## src/rtl/tx_arbiter.sv

```systemverilog
// tx_arbiter
//   Round-robin scheduler sharing one UART transmitter between N_REQ result
//   producers. The winning requester's 16-bit word is latched and sent as a
//   3-byte frame: header {HDR_TAG, id}, low byte, high byte. Each byte uses
//   the tx_start / tx_busy handshake of uart_tx.
//
// Ports
//   clk       system clock, rising edge
//   reset     synchronous active-low reset
//   req       per-requester request, held with stable data until ack
//   req_data  requester i word on bits [16*i+15 : 16*i]
//   ack       one-cycle pulse to the granted requester when its word is latched
//   tx_busy   UART transmitter busy flag
//   tx_start  registered start request to the UART
//   tx_data   registered byte to the UART, stable while tx_start=1
//   busy      high whenever a frame is in progress
//   grant_id  ID of the requester being serviced, held while idle
module tx_arbiter #(
  parameter int         N_REQ   = 4,
  parameter logic [4:0] HDR_TAG = 5'b10100
) (
  input  logic                clk,
  input  logic                reset,
  input  logic [N_REQ-1:0]    req,
  input  logic [16*N_REQ-1:0] req_data,
  output logic [N_REQ-1:0]    ack,
  input  logic                tx_busy,
  output logic                tx_start,
  output logic [7:0]          tx_data,
  output logic                busy,
  output logic [2:0]          grant_id
);

  typedef enum logic [1:0] {
    IDLE      = 2'd0,
    SEND      = 2'd1,
    WAIT_DONE = 2'd2
  } state_t;

  state_t           state, state_d;
  logic [15:0]      hold, hold_d;
  logic [1:0]       byte_idx, byte_idx_d;
  logic [2:0]       ptr, ptr_d;
  logic [2:0]       grant_d;
  logic             tx_start_d;
  logic [7:0]       tx_data_d;
  logic [N_REQ-1:0] ack_d;

  // Round-robin search. Requesters above the pointer come first (lowest
  // index wins), then wrap around to the lowest requester at or below it.
  logic        found_hi;
  logic [2:0]  win_hi, win_lo, winner;
  logic [15:0] win_word;

  always_comb begin
    // NOTE: every combinational output gets a default before any branch, so
    // no path can leave it unassigned and infer a latch.
    found_hi = 1'b0;
    win_hi   = '0;
    win_lo   = '0;
    for (int i = N_REQ - 1; i >= 0; i--) begin
      if (req[i]) begin
        if (3'(i) > ptr) begin
          found_hi = 1'b1;
          win_hi   = 3'(i);
        end else begin
          win_lo = 3'(i);
        end
      end
    end
    winner = found_hi ? win_hi : win_lo;

    win_word = '0;
    for (int i = 0; i < N_REQ; i++) begin
      if (3'(i) == winner) win_word = req_data[16*i +: 16];
    end
  end

  // Next-state and next-output logic.
  always_comb begin
    state_d    = state;
    hold_d     = hold;
    byte_idx_d = byte_idx;
    ptr_d      = ptr;
    grant_d    = grant_id;
    tx_start_d = tx_start;
    tx_data_d  = tx_data;
    ack_d      = '0;

    unique case (state)
      IDLE: begin
        if (|req) begin
          hold_d     = win_word;
          grant_d    = winner;
          ptr_d      = winner;
          byte_idx_d = '0;
          tx_start_d = 1'b1;
          tx_data_d  = {HDR_TAG, winner};
          state_d    = SEND;
          for (int i = 0; i < N_REQ; i++) ack_d[i] = (3'(i) == winner);
        end
      end

      // Hold the start request until the UART acknowledges by going busy.
      SEND: begin
        if (tx_busy) begin
          tx_start_d = 1'b0;
          state_d    = WAIT_DONE;
        end
      end

      // Byte finished once busy drops; queue the next byte or end the frame.
      WAIT_DONE: begin
        if (!tx_busy) begin
          if (byte_idx == 2'd2) begin
            state_d = IDLE;
          end else begin
            byte_idx_d = byte_idx + 2'd1;
            tx_data_d  = (byte_idx == 2'd0) ? hold[7:0] : hold[15:8];
            tx_start_d = 1'b1;
            state_d    = SEND;
          end
        end
      end

      default: state_d = IDLE;
    endcase
  end

  always_ff @(posedge clk) begin
    // NOTE: sequential state uses non-blocking assignments so every register
    // samples the pre-edge values regardless of statement order.
    if (!reset) begin
      state    <= IDLE;
      hold     <= '0;
      byte_idx <= '0;
      ptr      <= 3'(N_REQ - 1);
      grant_id <= '0;
      tx_start <= 1'b0;
      tx_data  <= '0;
      ack      <= '0;
    end else begin
      state    <= state_d;
      hold     <= hold_d;
      byte_idx <= byte_idx_d;
      ptr      <= ptr_d;
      grant_id <= grant_d;
      tx_start <= tx_start_d;
      tx_data  <= tx_data_d;
      ack      <= ack_d;
    end
  end

  assign busy = (state != IDLE);

endmodule

```

## config.mk

```make
export PLATFORM = sky130hd
export DESIGN_NAME = tx_arbiter
export DESIGN_NICKNAME = d
export VERILOG_FILES = /design/src/rtl/tx_arbiter.sv
export SDC_FILE = /design/constraint.sdc
export NUM_CORES = 1
export LEC_CHECK = 0
export ABC_CLOCK_PERIOD_IN_PS = 3300
export BUFFER_PORTS_ARGS = -buffer_cell sky130_fd_sc_hd__buf_2
export CORE_ASPECT_RATIO = 0.5
export CORE_MARGIN = 1.5
export CORE_UTILIZATION = 50
export DETAILED_ROUTE_END_ITERATION = 10
export MAX_ROUTING_LAYER = met4
export PLACE_DENSITY_LB_ADDON = 0.05
export SKIP_LAST_GASP = 1
export SYNTH_ARGS = -nofsm -noshare
export SYNTH_HDL_FRONTEND = slang
export SYNTH_SLANG_ARGS = --single-unit
```

## constraint.sdc

```tcl
create_clock -name clk -period 3.3 [get_ports clk]
set_input_delay 0.165 -clock clk [delete_from_list [all_inputs] [get_ports clk]]
set_output_delay 0.165 -clock clk [all_outputs]
set_load 0.005 [all_outputs]
```

==> qor.csv <==
metric,value,unit
period_share,62.1,%
cts_tree,built,
netlist-cell-type-count,43,
clock_path_buffers,2,
grt_usage,23.4,%
fmax,488,MHz
finalSetupViolCount,0,
post-synth-top-count-cell,dfxtp_1,
finalHoldViolCount,0,
clk_latency,0.29,ns
required,3.51,ns
grt_pass1_wl,8.83,mm
violations,DRC,
syn_avg_cell_area,9.43,µm²
wirelength,5.43,mm
synth_common_cells,"dfxtp_1 (37), nand3_1 (36), nand2_1 (32)",
die-area,0.00504,mm²
critPathKind,flip-flop to flip-flop,
cp_max_fo,28,
multiInputGateArea,0.00138,mm²
critPathSlowestCell,dfxtp_1,
cp-end-kind,flip-flop,
cts_buffers,5,
gr-total-overflow,0,
ys_ff_latch,37,
setup_ws,1.25,ns
cp_slowest_stage_delay,0.46,ns
p_per_area,461,mW/mm²
io_pins,88,
vias,2041,
slew_violations,0,
synth_async_sr_flop_share,0,%
synth_fp_nets,317,
crit_chain,mux2i_2 > o2bb2ai_2 > nor2_4 > buf_4 > mux2_2 > o211ai_2,
synthCells,244,
synth_edf_count,0,
io_buffers,86,
synth_area_leaders,"dfxtp_1 (32%), mux2_2 (11%), o211ai_2 (8.7%)",
worst_hold_slack,0.145,ns
cts.clk_slew.worst_paths,0.07,ns
drt-pass1-iter-count,8,
fin_setup_tns,0,ns
ys_seq_area_share,32.2,%
cts.repair.resized,0,
fillCellCount,388,
nets,393,
synth_area,0.00230,mm²
syn2layout_area_growth,20.4,%
min_period,2.05,ns
ctsHtreeMaxLevel,2,
drv_cap,0,
yosys.area.top_type_share,32.2,%
min_from,tx_busy,
arrival,2.26,ns
initial_utilization,52.2,%
grt_max_degree,35,
die_x,98.9,µm
antenna_found_initial,0,
via_per_inst,5.40,
rsz0062_at_grt,no,
drt_iter0_markers,78,
register_area,741,µm²
core.rowCount,17,
vdd_drop_max,0.000217,V
coreArea,0.00440,mm²
reg2reg_from,ptr[1]$_SDFFE_PN1P_,
diodes,0,
hold_path_depth,3,
post-place-ws,1.25,ns
startpoint_type,flip-flop,
drtAntennaViolNets,0,
place.gp.congestion,0.802,
die_y,51.0,µm
cts_sinks,37,
drcViolationCount,5,
reg2reg_depth,6,
cts-root-buf,clkbuf_8,
p_leak,1.26,nW
hpwl,4.14,mm
run_status,"finished, violations left",
finClkSkew,0.00633,ns
yosys_warnings,0,
grt_pass1_vias,1882,
holdPathEnd,state[1]$_SDFFE_PN0P_,
cts_setup_buffers,0,
postCtsHoldBufs,0,
hp-class,primary input to flip-flop,
synth_top_cell_by_area,dfxtp_1,
ff2ff_setup_slack,1.25,ns
final_layout_size_suffix_gt1_share,46.4,%
wire_per_inst,14.4,µm
synth_top_flop_cell,dfxtp_1,
reg2reg_to,hold[0]$_SDFFE_PN0P_,
registers in the layout, summed over array words and instances, names as in the netlist:
| signal | count |
|---|---|
| tx_start | 1 |
| grant_id | 2 |
| byte_idx | 2 |
| ack | 4 |
| hold | 16 |
| tx_data | 8 |
| state | 2 |
| ptr | 2 |
metrics by stage:
step | std cells | area [µm²] | power [mW] | util [%]
2_1_floorplan | 244 | 2300 | 0.850 | -
3_5_place_dp | 370 | 2670 | 0.941 | 60.6
5_1_grt | 378 | 2770 | 1.35 | 62.9
3_3_place_gp | 370 | 2670 | 0.932 | 60.6
4_1_cts | 378 | 2770 | 1.29 | 62.9
6_report | 378 | 2770 | 1.28 | 62.9
power breakdown:
group / switching [mW] / internal (mW) / leakage [nW]
logic: 0.208 / 0.181 / 0.902
clock network: 0.157 / 0.189 / 0.0542
registers: 0.0352 / 0.508 / 0.305
cell type report:
class                   count  share of cell area (%)
multi-input cells         183                    50.0
flip-flops and latches     37                    26.8
repair buffers             90                    16.6
clock buffers               7                    3.48
well taps                  57                    2.58
inverters                   3                   0.407
clock inverters             1                   0.181
layer usage:
metal	GRT usage, %	vias to the layer above	wire (µm)
li1	-	1025	-
met5	-	-	0
met1	32.4	940	2730
met2	35.1	72	2260
met3	5.34	4	387
met4	5.71	0	44
cells by family after synthesis:
group | count (synthesis) | synth area share [%]
and+or+nand+nor | 98 | 21.9
buffers and inverters | 24 | 7.62
AOI/OAI and AO/OA | 41 | 17.8
adders and majority gates | 2 | 1.09
muxes | 41 | 19.2
DFF | 37 | 32.2
other | 1 | 0.163
how the worst max path moves through the flow:
stage / start / end / slack, ns / cells after the start
4_1_cts: state[0]$_SDFFE_PN0P_ / hold[11]$_SDFFE_PN0P_ / 1.23 / 6
6_report: ptr[1]$_SDFFE_PN1P_ / hold[0]$_SDFFE_PN0P_ / 1.25 / 6
3_5_place_dp: state[0]$_SDFFE_PN0P_ / hold[11]$_SDFFE_PN0P_ / 1.25 / 6
5_1_grt: state[0]$_SDFFE_PN0P_ / ack[0]$_SDFF_PN0_ / 1.06 / 6
3_3_place_gp: state[0]$_SDFFE_PN0P_ / ack[0]$_SDFF_PN0_ / 1.26 / 6
2_1_floorplan: ptr[1]$_SDFFE_PN1P_ / hold[15]$_SDFFE_PN0P_ / 1.66 / 7
critical path: cells and delay by family, from the launching register on:
kind,cells,cell delay (ns)
DFF,1,0.46
and+or+nand+nor,1,0.24
AOI/OAI and AO/OA,2,0.19
buffers and inverters,1,0.41
muxes,2,0.66
layout by cell type (no fill, tap or decap), types with 4 or more instances in the layout:
cell type and instances:
nand3_1 36, mux2_2 22, nand2_1 32, o211ai_2 16
clkbuf_8 7, buf_2 86, dfxtp_1 37, nor2_1 10
mux2i_1 18, a21boi_0 8, buf_4 4
(Power assumes the default switching activity.)
